<file path="config.mk">
export PLATFORM = sky130hd
export DESIGN_NAME = cache_block_fetcher
export DESIGN_NICKNAME = d
export VERILOG_FILES = /design/src/rtl/cache_block_fetcher.sv
export SDC_FILE = /design/constraint.sdc
export NUM_CORES = 1
export LEC_CHECK = 0
export BUFFER_PORTS_ARGS = -buffer_cell sky130_fd_sc_hd__buf_2
export CAP_MARGIN = 20
export CORE_MARGIN = 2
export CORE_UTILIZATION = 50
export CTS_BUF_LIST = sky130_fd_sc_hd__clkbuf_8
export CTS_CLUSTER_DIAMETER = 50
export DETAILED_ROUTE_END_ITERATION = 7
export GPL_ROUTABILITY_DRIVEN = 0
export PLACE_DENSITY = 0.9
export REMOVE_ABC_BUFFERS = 1
export SYNTH_ARGS = -nofsm -noshare
export SYNTH_HDL_FRONTEND = slang
export SYNTH_SLANG_ARGS = --single-unit
export TNS_END_PERCENT = 5
</file>
<file path="constraint.sdc">
create_clock -name clk -period 4.5 [get_ports clk]
set_input_delay 0.45 -clock clk [delete_from_list [all_inputs] [get_ports clk]]
set_output_delay 0.45 -clock clk [all_outputs]
set_load 0.02 [all_outputs]
</file>
<file path="src/rtl/cache_block_fetcher.sv">
// cache_block_fetcher
//   Refill engine that sits under the per-basic-block direct-mapped caches.
//   It picks one requesting cache round-robin and reads that cache's line
//   from a shared in-order memory port, one word at a time. When the whole
//   line has arrived, the winning cache gets a one-cycle req_ready pulse.
//   This is a read-only path with no coherence.
//
// Ports
//   clk, rst       clock; synchronous active-high reset
//   req_valid      [NUM_CLIENTS]      client i wants a line
//   req_addr       [NUM_CLIENTS*OAW]  line address of client i (slice i)
//   req_ready      [NUM_CLIENTS]      one-cycle completion pulse to client i
//   line_data      [DWIDTH*BLOCK]     assembled line, word k at [k*DWIDTH+:DWIDTH]
//   mem_rd_valid   out                word read request
//   mem_rd_addr    [ADDR_IN_WIDTH]    {line address, word index}
//   mem_rd_ready   in                 memory accepts the request this cycle
//   mem_rsp_valid  in                 read data valid, returned in request order
//   mem_rsp_data   [DWIDTH]           read data
//   o_dbg_state    [1:0]              current FSM state (0 idle, 1 fill, 2 done)
//
// Handshake: a word read transfers on a cycle where mem_rd_valid && mem_rd_ready.
// Once mem_rd_valid is raised, it stays high with a stable address until the
// read is accepted. Responses have no back-pressure: every mem_rsp_valid beat
// seen during a fill is taken.
module cache_block_fetcher #(
  parameter int DWIDTH           = 4,
  parameter int BLOCK_WIDTH_BITS = 4,
  parameter int ADDR_IN_WIDTH    = 16,
  parameter int NUM_CLIENTS      = 2,
  parameter int MAX_OUTSTANDING  = 4
) (
  input  logic                                                     clk,
  input  logic                                                     rst,
  input  logic [NUM_CLIENTS-1:0]                                   req_valid,
  input  logic [NUM_CLIENTS*(ADDR_IN_WIDTH-BLOCK_WIDTH_BITS)-1:0]  req_addr,
  output logic [NUM_CLIENTS-1:0]                                   req_ready,
  output logic [DWIDTH*(2**BLOCK_WIDTH_BITS)-1:0]                  line_data,
  output logic                                                     mem_rd_valid,
  output logic [ADDR_IN_WIDTH-1:0]                                 mem_rd_addr,
  input  logic                                                     mem_rd_ready,
  input  logic                                                     mem_rsp_valid,
  input  logic [DWIDTH-1:0]                                        mem_rsp_data,
  output logic [1:0]                                               o_dbg_state
);
  localparam int BLOCK_WIDTH    = 2**BLOCK_WIDTH_BITS;
  localparam int OUT_ADDR_WIDTH = ADDR_IN_WIDTH - BLOCK_WIDTH_BITS;
  localparam int CW             = (NUM_CLIENTS > 1) ? $clog2(NUM_CLIENTS) : 1;
  localparam int CNTW           = BLOCK_WIDTH_BITS + 1;
  localparam logic [CNTW-1:0] C_BLOCK  = CNTW'(BLOCK_WIDTH);
  localparam logic [CNTW-1:0] C_MAX_OS = CNTW'(MAX_OUTSTANDING);
  localparam logic [CW-1:0]   C_LAST   = CW'(NUM_CLIENTS - 1);

  typedef enum logic [1:0] {
    S_IDLE = 2'd0,
    S_FILL = 2'd1,
    S_DONE = 2'd2
  } state_t;

  state_t                    r_state;
  state_t                    w_next;
  logic [CW-1:0]             r_rr_ptr;
  logic [CW-1:0]             r_grant;
  logic [OUT_ADDR_WIDTH-1:0] r_addr;
  logic [CNTW-1:0]           r_issue_cnt;
  logic [CNTW-1:0]           r_rsp_cnt;
  logic [DWIDTH-1:0]         r_line [BLOCK_WIDTH];

  logic                      w_any;
  logic                      w_hi_found;
  logic [CW-1:0]             w_hi_idx;
  logic [CW-1:0]             w_lo_idx;
  logic [CW-1:0]             w_grant_idx;
  logic [CNTW-1:0]           w_outstanding;
  logic                      w_issue_fire;
  logic                      w_rsp_take;
  logic [OUT_ADDR_WIDTH-1:0] w_req_addr [NUM_CLIENTS];

  for (genvar c = 0; c < NUM_CLIENTS; c++) begin : g_addr
    assign w_req_addr[c] = req_addr[c*OUT_ADDR_WIDTH +: OUT_ADDR_WIDTH];
  end

  // Round-robin pick. The lowest requester at or above the pointer wins.
  // If there is none, the lowest requester overall wins (wrap-around).
  always_comb begin
    w_any      = 1'b0;
    w_hi_found = 1'b0;
    w_hi_idx   = '0;
    w_lo_idx   = '0;
    for (int i = NUM_CLIENTS - 1; i >= 0; i--) begin
      if (req_valid[i]) begin
        w_any    = 1'b1;
        w_lo_idx = CW'(i);
        if (CW'(i) >= r_rr_ptr) begin
          w_hi_found = 1'b1;
          w_hi_idx   = CW'(i);
        end
      end
    end
    w_grant_idx = w_hi_found ? w_hi_idx : w_lo_idx;
  end

  always_ff @(posedge clk) begin
    if (rst) r_state <= S_IDLE;
    else     r_state <= w_next;
  end

  always_comb begin
    w_next        = r_state;
    req_ready     = '0;
    mem_rd_valid  = 1'b0;
    w_outstanding = r_issue_cnt - r_rsp_cnt;
    case (r_state)
      S_IDLE: if (w_any) w_next = S_FILL;
      S_FILL: begin
        // Outstanding only shrinks while a request waits, so valid cannot drop
        // before acceptance.
        mem_rd_valid = (r_issue_cnt < C_BLOCK) && (w_outstanding < C_MAX_OS);
        if (r_rsp_cnt == C_BLOCK) w_next = S_DONE;
      end
      S_DONE: begin
        // A client that gave up during the fill gets no pulse; the line is dropped.
        req_ready[r_grant] = req_valid[r_grant];
        w_next             = S_IDLE;
      end
      default: w_next = S_IDLE;
    endcase
  end

  assign mem_rd_addr  = {r_addr, r_issue_cnt[BLOCK_WIDTH_BITS-1:0]};
  assign w_issue_fire = mem_rd_valid && mem_rd_ready;
  assign w_rsp_take   = (r_state == S_FILL) && mem_rsp_valid && (r_rsp_cnt < C_BLOCK);
  assign o_dbg_state  = r_state;

  always_ff @(posedge clk) begin
    if (rst) begin
      r_rr_ptr    <= '0;
      r_grant     <= '0;
      r_addr      <= '0;
      r_issue_cnt <= '0;
      r_rsp_cnt   <= '0;
    end else begin
      case (r_state)
        S_IDLE: begin
          if (w_any) begin
            r_grant     <= w_grant_idx;
            r_addr      <= w_req_addr[w_grant_idx];
            r_issue_cnt <= '0;
            r_rsp_cnt   <= '0;
          end
        end
        S_FILL: begin
          if (w_issue_fire) r_issue_cnt <= r_issue_cnt + 1'b1;
          if (w_rsp_take)   r_rsp_cnt   <= r_rsp_cnt + 1'b1;
        end
        S_DONE: r_rr_ptr <= (r_grant == C_LAST) ? '0 : r_grant + 1'b1;
        default: ;
      endcase
    end
  end

  // The line buffer changes only during a fill, so the client can still read
  // the line for a few cycles after its pulse.
  always_ff @(posedge clk) begin
    if (!rst && w_rsp_take) r_line[r_rsp_cnt[BLOCK_WIDTH_BITS-1:0]] <= mem_rsp_data;
  end

  for (genvar k = 0; k < BLOCK_WIDTH; k++) begin : g_line
    assign line_data[k*DWIDTH +: DWIDTH] = r_line[k];
  end
endmodule

</file>
==> impl_metrics.tcl <==
set metrics [dict create \
    yosys_register_bits 90 \
    yosysUniqueCellTypes 37 \
    ant_nets 0 \
    h-tree-depth 3 \
    drv_cap 0 \
    start_util_pct 50.8 \
    postLayoutCellArea_mm2 0.00425 \
    drtIter0Drc 119 \
    routed_wl_um 6500 \
    grt_max_degree 27 \
    grtUsageMet1_pct 22.9 \
    min-delay-path-class "in -> reg" \
    critPathSlowestCell "or4b_1" \
    cpPeakStageDelay_ns 0.54 \
    route.detailed.drc 0 \
    antenna_cells 0 \
    antenna_found_initial 0 \
    ys_seq_area_share_pct 71.5 \
    finalClockSkew_ns 0.00970 \
    cts_buffers 9 \
    clock_latency_ns 0.35 \
    clockBufferDepth 2 \
    synth_edf_count 64 \
    yosys_most_used_dff "edfxtp_1" \
    reg2reg_depth 7 \
    slew_headroom_pct 56.1 \
    crit_type "reg -> out" \
    grt_most_used_layer "met2" \
    p_per_area_mw_per_mm2 360 \
    root_buffer "clkbuf_8" \
    hold_ws_ns 0.422 \
    slew_violations 0 \
    arrival_ns 2.69 \
    routedWlPerCell_um 14.4 \
    hold_viol_final 0 \
    power.leakage_uw 0.00173 \
    grt_pass1_vias 2071 \
    dieArea_mm2 0.00751 \
    vdd_drop_max_mv 0.137 \
    critPathLaunchType "register" \
    drtPass1Iterations 4 \
    whs_path_depth 3 \
    cts_tree "built" \
    cts_resized 0 \
    status "finished, final reports clean" \
    layout.nets 408 \
    synthArstFlopShare_pct 0 \
    finalCritPeriodShare_pct 69.7 \
    critPathCaptureType "output port" \
    area_growth_pct 24.4 \
    max_freq_mhz 319 \
    yosys_warnings 0 \
    rows 30 \
    synth.largest_area_cell "edfxtp_1" \
    core_mm2 0.00672 \
    post_cts_buffers 0 \
    min_period_ns 3.14 \
    crit_chain "inv_1, ha_1, or4b_1, or2_0, o311a_2, nor4_1, buf_2" \
    critPathRequiredTime_ns 4.05 \
    synth.top_cell.area_share_pct 56.3 \
    synthCells 247 \
    ys_top_cells_by_area "edfxtp_1 (56%), dfxtp_1 (15%), nor2_1 (4.5%)" \
    fp.dieW_um 86.6 \
    grt.overflow.total 0 \
    rrSetupSlack_ns 1.95 \
    use_met3_pct 5.71 \
    rsz0062_at_grt "no" \
    tightest_slew_ns 0.656 \
    vias 2326 \
    viasPerCell 5.16 \
    die_h_um 86.6 \
    drive_gt1_share_pct 38.3 \
    fin_util_pct 63.2 \
    dpl_cell_area_mm2 0.00406 \
    grt_pass1_wl_um 10100 \
    grt.total_usage_pct 17.5 \
    portBuffers 118 \
    synth_area_mm2 0.00341 \
    grt_use_met2_pct 27.8 \
    cts_hold_buf 0 \
    tns_ns 0 \
    io_pins 119 \
    setup_violations 0 \
    path_clk_slew_ns 0.09 \
    critPathMaxFanout 7 \
    cts_sinks 90 \
    hpwlAfterDp_um 4780 \
    syn_area_per_cell_um2 13.8 \
]
-- layout by cell type (no fill, tap or decap), types with 2 or more instances in the layout --
cell type   count
a211oi_1       12
a21oi_1         6
buf_2         118
buf_4           2
clkbuf_8        9
clkinvlp_4      2
dfxtp_1        26
edfxtp_1       64
ha_1            8
inv_1           8
inv_6           2
inv_8           2
mux2_2          2
mux2i_1        13
nand2_1        13
nand2b_1        3
nand4_1         2
nor2_1         41
nor3_1          8
nor3b_1         4
nor4_1          2
o21a_1          3
xnor2_1         2
-- power breakdown --
group | switching (µW) | internal [µW]
clock network | 293 | 211
registers | 8.75 | 900
logic | 71.4 | 44.1
-- state kept, by name, summed over array words and instances (netlist names) --
name and cells:
r_line 64, r_rsp_cnt 5, r_grant 1, r_addr 12, r_issue_cnt 5, r_rr_ptr 1, o_dbg_state 2
-- per-layer routing --
metal	up-vias	part of all wire, %
li1	1138	-
met1	1056	44
met2	128	47
met3	4	8.4
met4	0	0.74
met5	-	0
-- area by class of cell --
class / count / area (µm²)
tap: 80 / 100
multi-input combinational: 137 / 886
clock inverter: 7 / 60.1
timing repair buffer: 120 / 606
fill: 495 / 2470
clock buffer: 9 / 124
sequential: 90 / 2440
inverter: 8 / 30.0
-- cells in the mapped netlist (2+ instances only) --
master    number
clkbuf_1       7
o21a_1         3
inv_1          8
nor2_1        41
xnor2_1        2
nor4_1         2
edfxtp_1      64
a211oi_1      12
ha_1           8
nor3_1         9
mux2_2         2
a21oi_1        6
buf_4          4
nor3b_1        4
nand2b_1       3
mux2i_1       13
nand2_1       13
nand4_1        2
dfxtp_1       26
-- through the flow --
| stage | total power (µW) | std cells | setup slack [ns] |
|---|---|---|---|
| 6_report | 1530 | 451 | 1.36 |
| 3_5_place_dp | 1040 | 435 | 1.73 |
| 4_1_cts | 1550 | 451 | 1.33 |
| 3_3_place_gp | 1040 | 435 | 1.86 |
| 5_1_grt | 1590 | 451 | 1.13 |
| 2_1_floorplan | 992 | 235 | 1.44 |
-- final timing paths --
check | startpoint | endpoint
max | r_rsp_cnt[3] | mem_rd_valid
max reg2reg | r_rsp_cnt[3] | r_issue_cnt[0]
min | req_addr[19] | r_addr[7]
min reg2reg | r_addr[7] | r_addr[7]
-- kinds of logic (layout without fill, tap and decap cells) --
logic type                 count (synthesis)  after routing  share of synthesized area (%)
muxes                                     16             16                           4.80
buffers and inverters                     20            144                           2.68
AOI/OAI and AO/OA                         31             31                           6.45
xor gates and xnor gates                   2              2                          0.513
and+or+nand+nor                           80             80                           11.1
DFF                                       90             90                           71.5
adders and majority gates                  8              8                           2.93
-- critical path, delay by kind of cell (launching register included) --
family	cells	cell delay, ns
buffers and inverters	2	0.36
and+or+nand+nor	3	1.03
DFF	1	0.43
adders and majority gates	1	0.36
AOI/OAI and AO/OA	1	0.17
Power figures use the tool's default switching activity.
